### config.mk
export PLATFORM = sky130hd
export DESIGN_NAME = mmm_csa_reducer
export DESIGN_NICKNAME = d
export VERILOG_FILES = /design/src/rtl/mmm_csa_reducer.sv
export SDC_FILE = /design/constraint.sdc
export NUM_CORES = 1
export LEC_CHECK = 0
export BUFFER_PORTS_ARGS = -buffer_cell sky130_fd_sc_hd__buf_2
export CAP_MARGIN = 20
export CORE_MARGIN = 4
export CORE_UTILIZATION = 55
export DETAILED_ROUTE_END_ITERATION = 10
export PLACE_DENSITY = 0.74
export SLEW_MARGIN = 20
export SYNTH_ARGS = -nofsm -noshare
export SYNTH_HDL_FRONTEND = slang
export SYNTH_SLANG_ARGS = --single-unit
export TNS_END_PERCENT = 100
### constraint.sdc
create_clock -name clk -period 3.4 [get_ports clk]
set_input_delay 0.34 -clock clk [delete_from_list [all_inputs] [get_ports clk]]
set_output_delay 0.34 -clock clk [all_outputs]
set_load 0.005 [all_outputs]
### src/rtl/mmm_csa_reducer.sv
// rtl/mmm_csa_reducer.sv - carry-save resolve and restoring reduction stage (optional MMM_RAW_SUM_EN exposes sum_raw)
module mmm_csa_reducer #(
    parameter int W  = 4,
    parameter int SW = 7
) (
    input  logic          clk,
    input  logic          rst_n,
    input  logic          in_valid,
    output logic          in_ready,
    input  logic [SW-1:0] S1,
    input  logic [SW-1:0] S2,
    input  logic [W-1:0]  N,
    output logic          out_valid,
    input  logic          out_ready,
    output logic [W-1:0]  R,
    output logic          err
`ifdef MMM_RAW_SUM_EN
    ,
    output logic [SW:0]   sum_raw
`endif
);

    localparam int RW = SW + W + 1;
    localparam int IW = $clog2(SW + 1);

    typedef enum logic [1:0] {IDLE, ADD, REDUCE, DONE} state_t;

    state_t          state_q;
    logic [SW-1:0]   s1_q, s2_q;
    logic [W-1:0]    n_q;
    logic            c_q;
    logic [IW-1:0]   idx_q;
    logic [SW:0]     sum_q;
    logic [RW-1:0]   rem_q;
    logic [W-1:0]    r_q;
    logic            err_q;
    logic            in_ready_q;
    logic            out_valid_q;

    logic            bit_d;
    logic            carry_d;
    logic [SW:0]     sum_d;
    logic [RW-1:0]   dvs;
    logic [RW-1:0]   rem_d;

    // idx_q is the bit index during ADD and the shift amount k during REDUCE.
    always_comb begin
        bit_d   = s1_q[idx_q] ^ s2_q[idx_q] ^ c_q;
        carry_d = (s1_q[idx_q] & s2_q[idx_q]) | (s1_q[idx_q] & c_q) | (s2_q[idx_q] & c_q);
        sum_d   = sum_q;
        sum_d[idx_q] = bit_d;
        if (idx_q == IW'(SW - 1)) begin
            sum_d[SW] = carry_d;
        end
        dvs   = RW'(n_q) << idx_q;
        rem_d = (rem_q >= dvs) ? (rem_q - dvs) : rem_q;
    end

    always_ff @(posedge clk or negedge rst_n) begin
        if (!rst_n) begin
            state_q     <= IDLE;
            s1_q        <= '0;
            s2_q        <= '0;
            n_q         <= '0;
            c_q         <= 1'b0;
            idx_q       <= '0;
            sum_q       <= '0;
            rem_q       <= '0;
            r_q         <= '0;
            err_q       <= 1'b0;
            in_ready_q  <= 1'b1;
            out_valid_q <= 1'b0;
        end else begin
            case (state_q)
                IDLE: begin
                    if (in_valid) begin
                        s1_q       <= S1;
                        s2_q       <= S2;
                        n_q        <= N;
                        c_q        <= 1'b0;
                        idx_q      <= '0;
                        in_ready_q <= 1'b0;
                        state_q    <= ADD;
                    end
                end
                ADD: begin
                    sum_q <= sum_d;
                    c_q   <= carry_d;
                    if (idx_q == IW'(SW - 1)) begin
                        if (n_q == '0) begin
                            r_q         <= '0;
                            err_q       <= 1'b1;
                            out_valid_q <= 1'b1;
                            state_q     <= DONE;
                        end else begin
                            rem_q   <= RW'(sum_d);
                            idx_q   <= IW'(SW);
                            state_q <= REDUCE;
                        end
                    end else begin
                        idx_q <= idx_q + 1'b1;
                    end
                end
                REDUCE: begin
                    rem_q <= rem_d;
                    if (idx_q == '0) begin
                        r_q         <= rem_d[W-1:0];
                        err_q       <= 1'b0;
                        out_valid_q <= 1'b1;
                        state_q     <= DONE;
                    end else begin
                        idx_q <= idx_q - 1'b1;
                    end
                end
                DONE: begin
                    if (out_ready) begin
                        out_valid_q <= 1'b0;
                        in_ready_q  <= 1'b1;
                        state_q     <= IDLE;
                    end
                end
                default: state_q <= IDLE;
            endcase
        end
    end

    assign in_ready  = in_ready_q;
    assign out_valid = out_valid_q;
    assign R         = r_q;
    assign err       = err_q;
`ifdef MMM_RAW_SUM_EN
    // sum_q is untouched after ADD, so it stays stable through DONE.
    assign sum_raw   = sum_q;
`endif

endmodule

==> flow_metrics.tcl, run 1 <==
set metrics [dict create \
    status "finished with violations" \
    violations "hold timing" \
    clk_latency_ns 0.31 \
    die_area_mm2 0.00763 \
    postLayoutCellArea_mm2 0.00385 \
    final_antenna_net_count 0 \
    path_clk_slew_ns 0.10 \
    async_flop_share_pct 100 \
    synth_seq_cells 51 \
    fin_hold_ws_ns -0.0135 \
    internal_power_mw 2.37 \
    first_iter_violations 189 \
    grt_first_pass_wirelength_um 14000 \
    worstHoldPathType "input pin to async pin" \
    final.setup.tns_ns 0 \
    hpwl_um 6120 \
    p_comb_share_pct 65.7 \
    post-route-period-util_pct 90.4 \
    yosysUniqueCellTypes 63 \
    finalHoldViolations 14 \
    regArea_mm2 0.00128 \
    clkPwrFrac_pct 10.0 \
    drt-total-wl_um 7970 \
    first_pass_iters 4 \
    multi_input_area_mm2 0.00204 \
    vias_per_cell 6.13 \
    gp_congestion 0.910 \
    fp.dieW_um 87.4 \
    syn_area_per_cell_um2 9.14 \
    max_slew_margin_pct 50.8 \
    start_util_pct 57.5 \
    grt-ovfl-total 0 \
    grt_pass1_vias 2890 \
    nFillCells 511 \
    required_ns 3.60 \
    crit_type "register to register" \
    portBuffers 28 \
    rsz0062_at_grt "false" \
    antennaDiodeCount 0 \
    cts_buffers 5 \
    yosysWarnings 0 \
    routed-via-count 2981 \
    coreArea_mm2 0.00603 \
    swShare_pct 47.4 \
    fp.dieH_um 87.4 \
    grt_max_degree 31 \
    leakage_nw 1.73 \
    synthesis.nets 422 \
    seq_area_frac_synth_pct 36.9 \
    synth-edff-count 0 \
    syn_area_mm2 0.00346 \
    htreeDepth 2 \
    yosys-mux-area-fraction_pct 13.7 \
    row_count 28 \
    fin_nets 453 \
    cts_sinks 51 \
    seqPwrFrac_pct 24.2 \
    cts_root_buffer "clkbuf_8" \
    syn_inst 379 \
    arrival_ns 3.28 \
    vdd_drop_max_uv 568 \
    path_max_fanout 15 \
    cts_tree "yes" \
    fin_crit_ns 3.08 \
    p_sw_mw 2.14 \
    setup_viol 0 \
    drive_gt1_share_pct 20.4 \
    finClkSkew_ns 0.00824 \
    synth_top_family_by_area "compound AO/OA/AOI/OAI gates" \
    synth_fa_ha_area_share_pct 8.02 \
    placed_area_mm2 0.00373 \
    drv_slew 0 \
    yosys.area_share.simple_pct 16.8 \
    cp-start-kind "register" \
    cts.path.max_buffers 2 \
    synth_compound_area_share_pct 18.8 \
    drv_cap 0 \
    io_pins 29 \
    max_freq_ghz 0.325 \
    synthXorXnorAreaFrac_pct 1.77 \
    antenna_found_initial 0 \
    grt_use_total_pct 23.0 \
    wl_per_cell_um 16.4 \
    worst_setup_path_end_kind "register" \
    area_growth_pct 11.3 \
    max_slew.worst_pin.slew_ns 0.737 \
    powerDensity_mw_per_mm2 1170 \
    drc 0 \
    synthFlopType "dfrtp_1" \
]
==> final timing paths <==
check / from / end / slack (ns) / cells past startpoint
max: idx_q[0]$_DFFE_PN0P_ / rem_q[10]$_DFFE_PN0P_ / 0.32 / 12
max reg2reg: idx_q[0]$_DFFE_PN0P_ / rem_q[10]$_DFFE_PN0P_ / 0.32 / 12
min: rst_n / err$_DFFE_PN0P_ / -0.01 / 1
min reg2reg: err$_DFFE_PN0P_ / err$_DFFE_PN0P_ / 0.48 / 2
max in group asynchronous: rst_n / idx_q[1]$_DFFE_PN0P_ / 2.62 / 2
min in group clk: N[3] / n_q[3]$_DFFE_PN0P_ / 0.25 / 2
==> cell usage in the layout (no fill, tap or decap), types with 2 or more instances in the layout <==
master,netlist,layout
a2111oi_0,3,3
a21o_1,2,2
a21oi_1,25,25
a21oi_2,2,2
a22o_1,3,3
a31oi_1,5,5
and2_1,2,2
and3_1,4,4
buf_2,3,28
buf_4,0,16
clkbuf_8,0,6
dfrtp_1,50,49
fa_1,2,2
ha_1,19,19
inv_1,14,14
mux2_2,24,24
mux2i_1,18,18
nand2_1,46,46
nand2b_1,7,7
nand3_1,12,12
nand4_1,7,7
nor2_1,25,25
nor2b_1,2,2
nor3_1,8,8
o2111ai_1,2,2
o211ai_1,3,3
o21ai_0,21,21
o21ai_1,2,2
o22ai_1,11,11
o31ai_1,3,3
xnor2_1,4,4
xor2_1,3,3
==> Yosys cell counts (all sizes together) (4+ instances only) <==
library cell	n	area, um^2
clkbuf	14	52.6
a21oi	27	143
o22ai	11	68.8
mux2i	18	180
nand2	46	173
ha	19	238
buf	6	33.8
o21ai	23	115
nand4	7	43.8
inv	14	52.6
nand2b	7	43.8
nor2	25	93.8
dfrtp	50	1250
a31oi	5	31.3
xnor2	4	35.0
and3	4	25.0
nor3	8	40.0
nand3	12	60.1
mux2	24	270
==> flip-flops by register name (all words and copies together) (netlist names), 2 cells and up <==
| signal | cells |
|---|---|
| rem_q | 12 |
| sum_q | 8 |
| s1_q | 7 |
| s2_q | 7 |
| R | 4 |
| n_q | 4 |
| idx_q | 3 |
| state_q | 2 |
==> cells by family after synthesis <==
logic type      after synthesis
simple gates                122
mux                          43
flops                        51
buf+inv                      35
fa+ha+maj                    21
xor+xnor                      7
compound gates              100
==> metrics by stage <==
step / util [%] / hold slack, ns / instances / power [mW] / setup WS (ns)
2_1_floorplan: - / 0.0444 / 379 / 3.34 / 0.355
3_3_place_gp: 61.9 / 0.337 / 478 / 3.96 / 0.375
3_5_place_dp: 61.9 / 0.347 / 478 / 4.03 / 0.311
4_1_cts: 63.9 / 0.00853 / 486 / 4.50 / 0.286
5_1_grt: 64.0 / 0.0178 / 486 / 4.95 / 0.0933
6_report: 64.0 / -0.0135 / 486 / 4.51 / 0.325
==> timing repair <==
| item | in CTS | in global routing |
|---|---|---|
| setup endpoints to repair | 0 | 4 |
| hold buffers | 0 | 0 |
| hold endpoints to repair | 0 | 0 |
| buffers inserted | 0 | 0 |
| resized for setup | 0 | 1 |
==> power groups by stage <==
stage          registers (mW)  clock network [mW]  logic (mW)
2_1_floorplan            1.03                   0        2.30
3_3_place_gp             1.09                   0        2.87
3_5_place_dp             1.10                   0        2.93
4_1_cts                  1.09               0.467        2.95
5_1_grt                  1.13               0.494        3.33
6_report                 1.09               0.453        2.96
==> routing by layer <==
| layer | track usage [%] | share of wire, % | vias up |
|---|---|---|---|
| li1 | - | - | 1450 |
| met1 | 31.6 | 46 | 1430 |
| met2 | 37.4 | 48 | 88 |
| met3 | 4.16 | 5.3 | 13 |
| met4 | 5.72 | 1.5 | 0 |
| met5 | 0 | 0 | - |
==> cell type report <==
class                   count  share of cell area (%)
multi-input cells         293                    53.0
flip-flops and latches     51                    33.2
repair buffers             44                    6.75
well taps                  75                    2.44
clock buffers               6                    2.14
inverters                  15                    1.46
clock inverters             2                    1.01
==> worst max-delay path, cell delays in order, from the launching register on <==
cell and delay (ns):
dfrtp_1 0.53, buf_4 0.23, mux2i_1 0.19, nor2_1 0.07
a21oi_1 0.19, ha_1 0.34, a21oi_1 0.15, o21ai_0 0.14
a2111o_1 0.45, buf_4 0.21, nand3_1 0.14, a21oi_1 0.06
a211o_1 0.27
Note: power is estimated with default switching activity, not from simulation.
==> run 2, diff against run 1 <==
- ABC_AREA: not set -> 1
==> run 2 against run 1 <==
The flow still finishes with violations (hold timing). Hold slack got worse by 0.0040 ns. Final area is 3.6% lower. Maximum frequency is 0.54% lower. Utilization fell by 1.9 points. Global-route usage is 0.99 points lower. Total power is 7.7% lower. Largest power group unchanged.
==> flow_metrics.tcl, run 2 <==
set metrics [dict create \
    status "finished with violations" \
    violations "hold timing" \
    powerDensity_mw_per_mm2 1120 \
    startpoint "idx_q[2]$_DFFE_PN0P_" \
    crit_chain "inv_1 > nand3_1 > clkinv_1 > a221oi_1 > nand4_1 > fa_1 > inv_1 > nand3_1 > nand3_1 > nand2_1 > nand2_1 > nand3_1 > nor2_1 > nor2_1" \
    post_cts_resized 0 \
    largest_reg_flops 12 \
    arrival_ns 3.30 \
    io_pins 29 \
    worstHoldPathType "input pin to async pin" \
    cp-start-kind "register" \
    layout_commonest_cell "nand2_1" \
    die_area_mm2 0.00755 \
    yosysTopAreaCellShare_pct 36.5 \
    synthesis.nets 506 \
    swShare_pct 52.2 \
    grt_first_pass_wirelength_um 13200 \
    vias_per_cell 5.33 \
    yosysWarnings 0 \
    drt-total-wl_um 7740 \
    fp.dieW_um 86.9 \
    rr_worst_depth 14 \
    routed-via-count 3011 \
    finalHoldViolations 20 \
    max_slew.worst_pin.slew_ns 0.834 \
    place_ws_ns 0.371 \
    cts_setup_buffers 0 \
    path_depth 14 \
    synth_top_area_cell "dfrtp_1" \
    vdd_drop_max_uv 564 \
    required_ns 3.61 \
    fin_hold_ws_ns -0.0175 \
    rsz0062_at_grt "false" \
    first_iter_violations 184 \
    syn_area_mm2 0.00342 \
    async_flop_share_pct 100 \
    fp.dieH_um 86.9 \
    portBuffers 28 \
    max_freq_ghz 0.323 \
    grt_max_degree 32 \
    clk_latency_ns 0.31 \
    seq_area_frac_synth_pct 37.3 \
    clkPwrFrac_pct 8.8 \
    timing.rr.start "idx_q[2]$_DFFE_PN0P_" \
    setup_viol 0 \
    drv_slew 0 \
    fin_util_pct 62.0 \
    path_max_fanout 17 \
    fin_crit_ns 3.09 \
    synth_commonest_cells "136 x nand2_1, 55 x inv_1, 50 x dfrtp_1" \
    cts.path.max_buffers 2 \
    crit_top_cell "nand3_1" \
    grt_use_total_pct 22.0 \
    drc 0 \
    coreArea_mm2 0.00599 \
    final_cell_mix "136 x nand2_1, 55 x inv_1, 50 x dfrtp_1" \
    drive_gt1_share_pct 14.9 \
    hpwl_um 6090 \
    final.setup.tns_ns 0 \
    antenna_found_initial 0 \
    setup_slack_ns 0.308 \
    seqPwrFrac_pct 25.8 \
    area_growth_pct 8.48 \
    largest-register "rem_q" \
    max_slew_margin_pct 44.3 \
    grt-ovfl-total 0 \
    worst_setup_path_end_kind "register" \
    path_clk_slew_ns 0.10 \
    path_delay_family "simple AND/OR/NAND/NOR gates" \
    fin_nets 532 \
    grt_pass1_vias 2789 \
    synth-edff-count 0 \
    syn_area_per_cell_um2 7.40 \
    largestRegisters "rem_q (12), sum_q (8)" \
    htreeDepth 2 \
    synthFlopType "dfrtp_1" \
    final_antenna_net_count 0 \
    placed_area_mm2 0.00362 \
    post-synth-top-count-cell "nand2_1" \
    leakage_nw 1.97 \
    wl_per_cell_um 13.7 \
    yosysUniqueCellTypes 39 \
    synth_seq_cells 51 \
    crit_buf_inv 3 \
    postCtsHoldBufs 0 \
    cts_buffers 5 \
    gp_congestion 0.864 \
    antennaDiodeCount 0 \
    cts_sinks 51 \
    row_count 28 \
    cts_tree "yes" \
    start_util_pct 57.2 \
    internal_power_mw 1.99 \
    crit_type "register to register" \
    cp_slowest_cell "dfrtp_1" \
    cts_root_buffer "clkbuf_8" \
    synthTopCellsByArea "dfrtp_1 37%, nand2_1 15%, ha_1 6.9%, inv_1 6.0%, mux2_2 4.6%" \
    max_stage_delay_ns 0.71 \
    p_sw_mw 2.17 \
    p_comb_share_pct 65.4 \
    post-route-period-util_pct 90.9 \
    finClkSkew_ns 0.00961 \
    first_pass_iters 5 \
    drv_cap 0 \
    postLayoutCellArea_mm2 0.00371 \
    syn_inst 463 \
]
## run 2: final cells by class
type                       instances  area (um^2)
multi-input combinational        340         1860
timing repair buffer              30          155
clock inverter                     3         26.3
tap                               75         93.8
sequential                        51         1280
fill                             550         2280
clock buffer                       5         68.8
inverter                          61          229
## run 2: power by group through the flow
stage               clock network [mW]  registers [mW]  logic (mW)
finish                           0.368            1.07        2.72
floorplan                            0           0.995        2.17
global route                     0.399            1.11        3.12
global placement                     0            1.07        2.65
detailed placement                   0            1.08        2.69
CTS                              0.376            1.07        2.71
## run 2: cell families (layout without fill, tap and decap cells)
logic type	count (synthesis)	after routing	share of synthesized area, %
DFF	51	51	37.3
xor gates and xnor gates	5	5	1.28
muxes	14	14	4.60
and+or+nand+nor	234	234	29.7
AOI/OAI and AO/OA	66	66	10.8
buffers and inverters	72	99	8.26
adders and majority gates	21	21	8.11
## run 2: path summary, 6_finish.rpt
| check | to | slack (ns) |
|---|---|---|
| setup / recovery | rem_q[7]$_DFFE_PN0P_ | 0.31 |
| hold / removal | sum_q[5]$_DFFE_PN0P_ | -0.02 |
| setup reg to reg | rem_q[7]$_DFFE_PN0P_ | 0.31 |
| hold reg to reg | R[0]$_DFFE_PN0P_ | 0.48 |
| max in group asynchronous | in_ready$_DFFE_PN1P_ | 2.61 |
| min in group clk | s2_q[5]$_DFFE_PN0P_ | 0.25 |
## run 2: metal layers
layer / up-vias / share of wire [%] / GRT usage, %
met1: 1350 / 46 / 30.3
met4: 0 / 1.7 / 6.80
li1: 1552 / - / -
met5: - / 0 / 0
met2: 99 / 47 / 35.6
met3: 10 / 5.1 / 3.41
## run 2: metrics by stage
stage               cells  power, mW
floorplan             463       3.16
finish                565       4.16
CTS                   565       4.16
detailed placement    557       3.78
global route          565       4.63
global placement      557       3.72
